### src/rtl/fir_param.sv
// fir_param: parametrised, pipelined direct-form FIR filter with a writable
// coefficient bank, round-half-up scaling, output saturation and an overflow flag.
module fir_param #(
  parameter int unsigned N_TAPS = 11,
  parameter int unsigned DW     = 11,
  parameter int unsigned CW     = 11,
  parameter int unsigned OW     = 11,
  parameter int unsigned SHIFT  = 10
) (
  input  logic                         CLK,
  input  logic                         RST,
  input  logic signed [DW-1:0]         DIN,
  input  logic                         VIN,
  input  logic                         CLEAR,
  input  logic                         CWE,
  input  logic [$clog2(N_TAPS)-1:0]    CADDR,
  input  logic signed [CW-1:0]         CDATA,
  output logic signed [OW-1:0]         DOUT,
  output logic                         VOUT,
  output logic                         OVF
);

  localparam int unsigned AB = $clog2(N_TAPS);
  localparam int unsigned PW = DW + CW;
  localparam int unsigned AW = DW + CW + $clog2(N_TAPS);
  localparam int unsigned RW = AW + 1;

  localparam logic signed [RW-1:0] RND  = RW'(1) <<< (SHIFT - 1);
  localparam logic signed [RW-1:0] MAXV = RW'(2 ** (OW - 1) - 1);
  localparam logic signed [RW-1:0] MINV = RW'(-(2 ** (OW - 1)));

  logic signed [DW-1:0] x [N_TAPS];
  logic signed [CW-1:0] c [N_TAPS];
  logic signed [PW-1:0] p [N_TAPS];
  logic signed [AW-1:0] acc;
  logic                 v1, v2, v3;

  logic signed [AW-1:0] sum_c;
  logic signed [RW-1:0] rnd_c;
  logic signed [OW-1:0] sat_c;
  logic                 ovf_c;

  // Coefficient bank; out-of-range addresses match no entry and are dropped
  always_ff @(posedge CLK or posedge RST) begin
    if (RST) begin
      for (int i = 0; i < N_TAPS; i++) c[i] <= '0;
    end else if (CWE) begin
      for (int i = 0; i < N_TAPS; i++) begin
        if (CADDR == AB'(i)) c[i] <= CDATA;
      end
    end
  end

  // Stage 1: delay line shift on accepted samples; CLEAR flushes and wins over VIN
  always_ff @(posedge CLK or posedge RST) begin
    if (RST) begin
      for (int i = 0; i < N_TAPS; i++) x[i] <= '0;
      v1 <= 1'b0;
    end else if (CLEAR) begin
      for (int i = 0; i < N_TAPS; i++) x[i] <= '0;
      v1 <= 1'b0;
    end else begin
      v1 <= VIN;
      if (VIN) begin
        x[0] <= DIN;
        for (int i = 1; i < N_TAPS; i++) x[i] <= x[i-1];
      end
    end
  end

  // Stage 2: full-width per-tap products
  always_ff @(posedge CLK or posedge RST) begin
    if (RST) begin
      for (int i = 0; i < N_TAPS; i++) p[i] <= '0;
      v2 <= 1'b0;
    end else begin
      for (int i = 0; i < N_TAPS; i++) p[i] <= PW'(x[i]) * PW'(c[i]);
      v2 <= CLEAR ? 1'b0 : v1;
    end
  end

  // Adder tree over sign-extended products; AW leaves headroom for every tap
  always_comb begin
    sum_c = '0;
    for (int i = 0; i < N_TAPS; i++) sum_c = sum_c + AW'(p[i]);
  end

  // Stage 3: accumulator register
  always_ff @(posedge CLK or posedge RST) begin
    if (RST) begin
      acc <= '0;
      v3  <= 1'b0;
    end else begin
      acc <= sum_c;
      v3  <= CLEAR ? 1'b0 : v2;
    end
  end

  // Round half up, arithmetic scale, then clamp to the output range
  always_comb begin
    rnd_c = (RW'(acc) + RND) >>> SHIFT;
    sat_c = rnd_c[OW-1:0];
    ovf_c = 1'b0;
    if (rnd_c > MAXV) begin
      sat_c = OW'(MAXV);
      ovf_c = 1'b1;
    end else if (rnd_c < MINV) begin
      sat_c = OW'(MINV);
      ovf_c = 1'b1;
    end
  end

  // Stage 4: registered outputs; DOUT holds between strobes, OVF only with VOUT
  always_ff @(posedge CLK or posedge RST) begin
    if (RST) begin
      DOUT <= '0;
      VOUT <= 1'b0;
      OVF  <= 1'b0;
    end else if (CLEAR) begin
      VOUT <= 1'b0;
      OVF  <= 1'b0;
    end else begin
      VOUT <= v3;
      OVF  <= v3 & ovf_c;
      if (v3) DOUT <= sat_c;
    end
  end

endmodule

### config.mk
export PLATFORM = sky130hd
export DESIGN_NAME = fir_param
export DESIGN_NICKNAME = d
export VERILOG_FILES = /design/src/rtl/fir_param.sv
export SDC_FILE = /design/constraint.sdc
export NUM_CORES = 2
export LEC_CHECK = 0
export BUFFER_PORTS_ARGS = -buffer_cell sky130_fd_sc_hd__buf_2
export CAP_MARGIN = 20
export CORE_MARGIN = 2
export CORE_UTILIZATION = 60
export CTS_BUF_LIST = sky130_fd_sc_hd__clkbuf_4
export DETAILED_ROUTE_END_ITERATION = 6
export PLACE_DENSITY = 0.8
export REMOVE_ABC_BUFFERS = 1
export SETUP_SLACK_MARGIN = 0.3
export SYNTH_ARGS = -nofsm -noshare
export SYNTH_HDL_FRONTEND = slang
export SYNTH_SLANG_ARGS = --single-unit
### constraint.sdc
create_clock -name CLK -period 20.1 [get_ports CLK]
set_input_delay 3.015 -clock CLK [delete_from_list [all_inputs] [get_ports CLK]]
set_output_delay 3.015 -clock CLK [all_outputs]
set_load 0.05 [all_outputs]
==> impl_metrics.toml <==
[yosys]
synth_top_cell_area_share_pct = 39.9
synth_edf_count = 0
synth_top_area_cell = "fa_1"
async_reset_ff_share_pct = 100
yosysWarnings = 0
synth.ff_latch_count = 517
ys.flop_type = "dfrtp_1"
seq_area_frac_synth_pct = 17.3
synth_most_common_cell = "inv_1"
ys_top_cells_by_count = "1888 x inv_1, 1489 x fa_1, 685 x nand2_1, 633 x and2_1, 545 x ha_1"
synth.distinct_cells = 69
syn_area_sq_um = 74700
post_synth_main_area_contributors = "fa_1 40%, dfrtp_1 17%, inv_1 9.5%"
syn_inst = 7566
postSynthAreaPerCell_sq_um = 9.87

[sta]
max_clock_freq_mhz = 167
drv_slew = 0
rsz0062_at_grt = "no"
period_share_pct = 29.9
finalSetupViolations = 0
fin_crit_ns = 6.00
tns_ns = 0
slew_headroom_pct = 23.2
worst_slew_pin_slew_ns = 1.15
final-hold-violation-count = 0
fin_skew_ns = 0.0682

[power_and_ir_drop]
p_sw_share_pct = 47.9
pwr-share-seq_pct = 17.9
clkPwrFrac_pct = 10.6
p_leak_nw = 41.6
p_int_mw = 5.09
switchingPower_mw = 4.68
ir_drop_mv = 0.732
pwr_density_cell_nw_per_um2 = 125
combPwrFrac_pct = 71.4

[clocking]
cts_hold_buf = 0
clock-sinks = 517
cts.root.buffer_cell = "clkbuf_4"
clk_latency_ns = 1.11
cts_buffers = 146
cts_tree = "done"
clk_pin_slew_ns = 0.06
cts.path.max_buffers = 3
cts_setup_buffers = 0
ctsResizeCount = 0
htree_levels = 4

[global_route]
first_global_vias = 55400
grt_max_degree = 95
overflow = 0
grt_usage_pct = 30.1
grt_pass1_wl_mm = 297
grt_antenna_before_repair = 10

[placement]
port_buffers = 43
hpwl_mm = 143
place_congestion = 0.951

[critical_path]
slowest_delay_ns = 0.67
reg2reg_slack_ns = 14.10
crit_end = "p[150]$_DFF_PP0_"
cp.required_ns = 21.02
cp_slowest_cell = "dfrtp_1"
critical_path.max_fanout = 13
r2r_start = "x[69]$_DFFE_PP0P_"
reg2reg_depth = 19
critPathLaunchType = "register"
startpoint = "x[69]$_DFFE_PP0P_"
worstSetupPathType = "register to register"
endpoint_kind = "register"
critPathArrivalTime_ns = 6.92
timing.rr.end = "p[150]$_DFF_PP0_"
path_cells = "nand2_1 -> fa_1 -> inv_1 -> ha_1 -> inv_1 -> fa_1 -> fa_1 -> fa_1 -> inv_1 -> ha_1 -> nor2b_1 -> o21ai_0 -> a21boi_0 -> o21ai_0 -> a21boi_0 -> o2111ai_1 -> and3_1 -> or2_2 -> o311ai_0"
critical_path.most_common_cell = "fa_1"

[floorplanning]
dieArea_sq_um = 127000
die_y_um = 357
start_util_pct = 60.4
fp.dieW_um = 357
ios = 44
core_sq_um = 124000
placementRows = 129

[route]
dr.pass1.iters = 6
remaining_drc_errors = 0
vias = 50600
ant_nets = 0
drtIter0Drc = 3816
viasPerCell = 5.48
wire_per_inst_um = 19.4
wl_mm = 180

[finish]
final_util_pct = 63.1
syn_to_final_growth_pct = 4.37
drive_above_1_share_pct = 5.50
n_fill_cell = 9814
fin_nets = 9548

[flow_run]
drv_cap = 0

[hold_path]
whs_path_depth = 1
hold_path.class = "register to register"

[status]
status = "completed"
-- layer usage --
| metal | vias to the layer above | wire length, um | GRT usage, % |
|---|---|---|---|
| li1 | 22200 | - | - |
| met1 | 26200 | 71600 | 40.5 |
| met2 | 1758 | 87500 | 49.4 |
| met3 | 399 | 13500 | 5.13 |
| met4 | 8 | 6990 | 11.5 |
| met5 | - | 54 | 0 |
-- critical path, delay by kind of cell, from the launching register on --
kind | cells | cell delay (ns)
buffers and inverters | 3 | 0.16
DFF | 1 | 0.67
adders and majority gates | 6 | 2.49
and+or+nand+nor | 4 | 0.87
AOI/OAI and AO/OA | 6 | 1.65
-- registers in the layout, summed over array words and instances, names as in the netlist --
signal and count:
p 242, OVF 1, VOUT 1, DOUT 11
acc 17, c 121, v2 1, x 121
v3 1, v1 1
-- kinds of logic after synthesis --
group,synth area share [%]
buf+inv,11.0
fa+ha+maj,49.0
simple gates,12.7
flops,17.3
compound gates,3.40
xor+xnor,3.15
mux,3.43
-- power groups by stage --
stage	Combinational (mW)	Clock [mW]	Sequential (mW)
floorplan	5.35	0	1.60
global placement	6.64	0	1.75
detailed placement	6.87	0	1.76
CTS	6.94	1.05	1.74
global route	7.85	1.11	1.78
finish	6.98	1.04	1.75
-- worst min path at each step --
stage,startpoint,end
after floorplan,v1$_DFF_PP0_,v2$_DFF_PP0_
after global placement,v1$_DFF_PP0_,v2$_DFF_PP0_
after detailed placement,v1$_DFF_PP0_,v2$_DFF_PP0_
after CTS,v1$_DFF_PP0_,v2$_DFF_PP0_
after global routing,v1$_DFF_PP0_,v2$_DFF_PP0_
final,v1$_DFF_PP0_,v2$_DFF_PP0_
-- cell usage in the layout (no fill, tap or decap), drive strengths merged, types with 118 or more instances in the layout --
master and instances:
ha 545, mux2 118, inv 1890, fa 1489
dfrtp 517, mux2i 123, xnor2 231, nand2 685
clkbuf 193, and2 633, nor2 321
-- metrics by stage --
stage	cells	worst slack [ns]	cell area, sq um	total power [mW]	hold WS [ns]
2_1_floorplan	7275	2.64	73600	6.95	0.439
3_3_place_gp	8967	13.90	76000	8.39	0.444
3_5_place_dp	8969	13.82	76000	8.63	0.451
4_1_cts	9216	14.20	77900	9.74	0.463
5_1_grt	9227	13.78	78000	10.7	0.488
6_report	9235	14.10	78000	9.77	0.462
-- final cells by class --
cell class / count / area, sq um / area share (%)
multi-input combinational: 4866 / 53600 / 68.7
sequential: 517 / 12900 / 16.6
inverter: 1892 / 7110 / 9.12
tap: 1637 / 2050 / 2.63
clock buffer: 192 / 1440 / 1.85
clock inverter: 55 / 429 / 0.550
timing repair buffer: 60 / 392 / 0.502
antenna: 16 / 40.0 / 0.0513
Note: power is estimated with default switching activity, not from simulation.
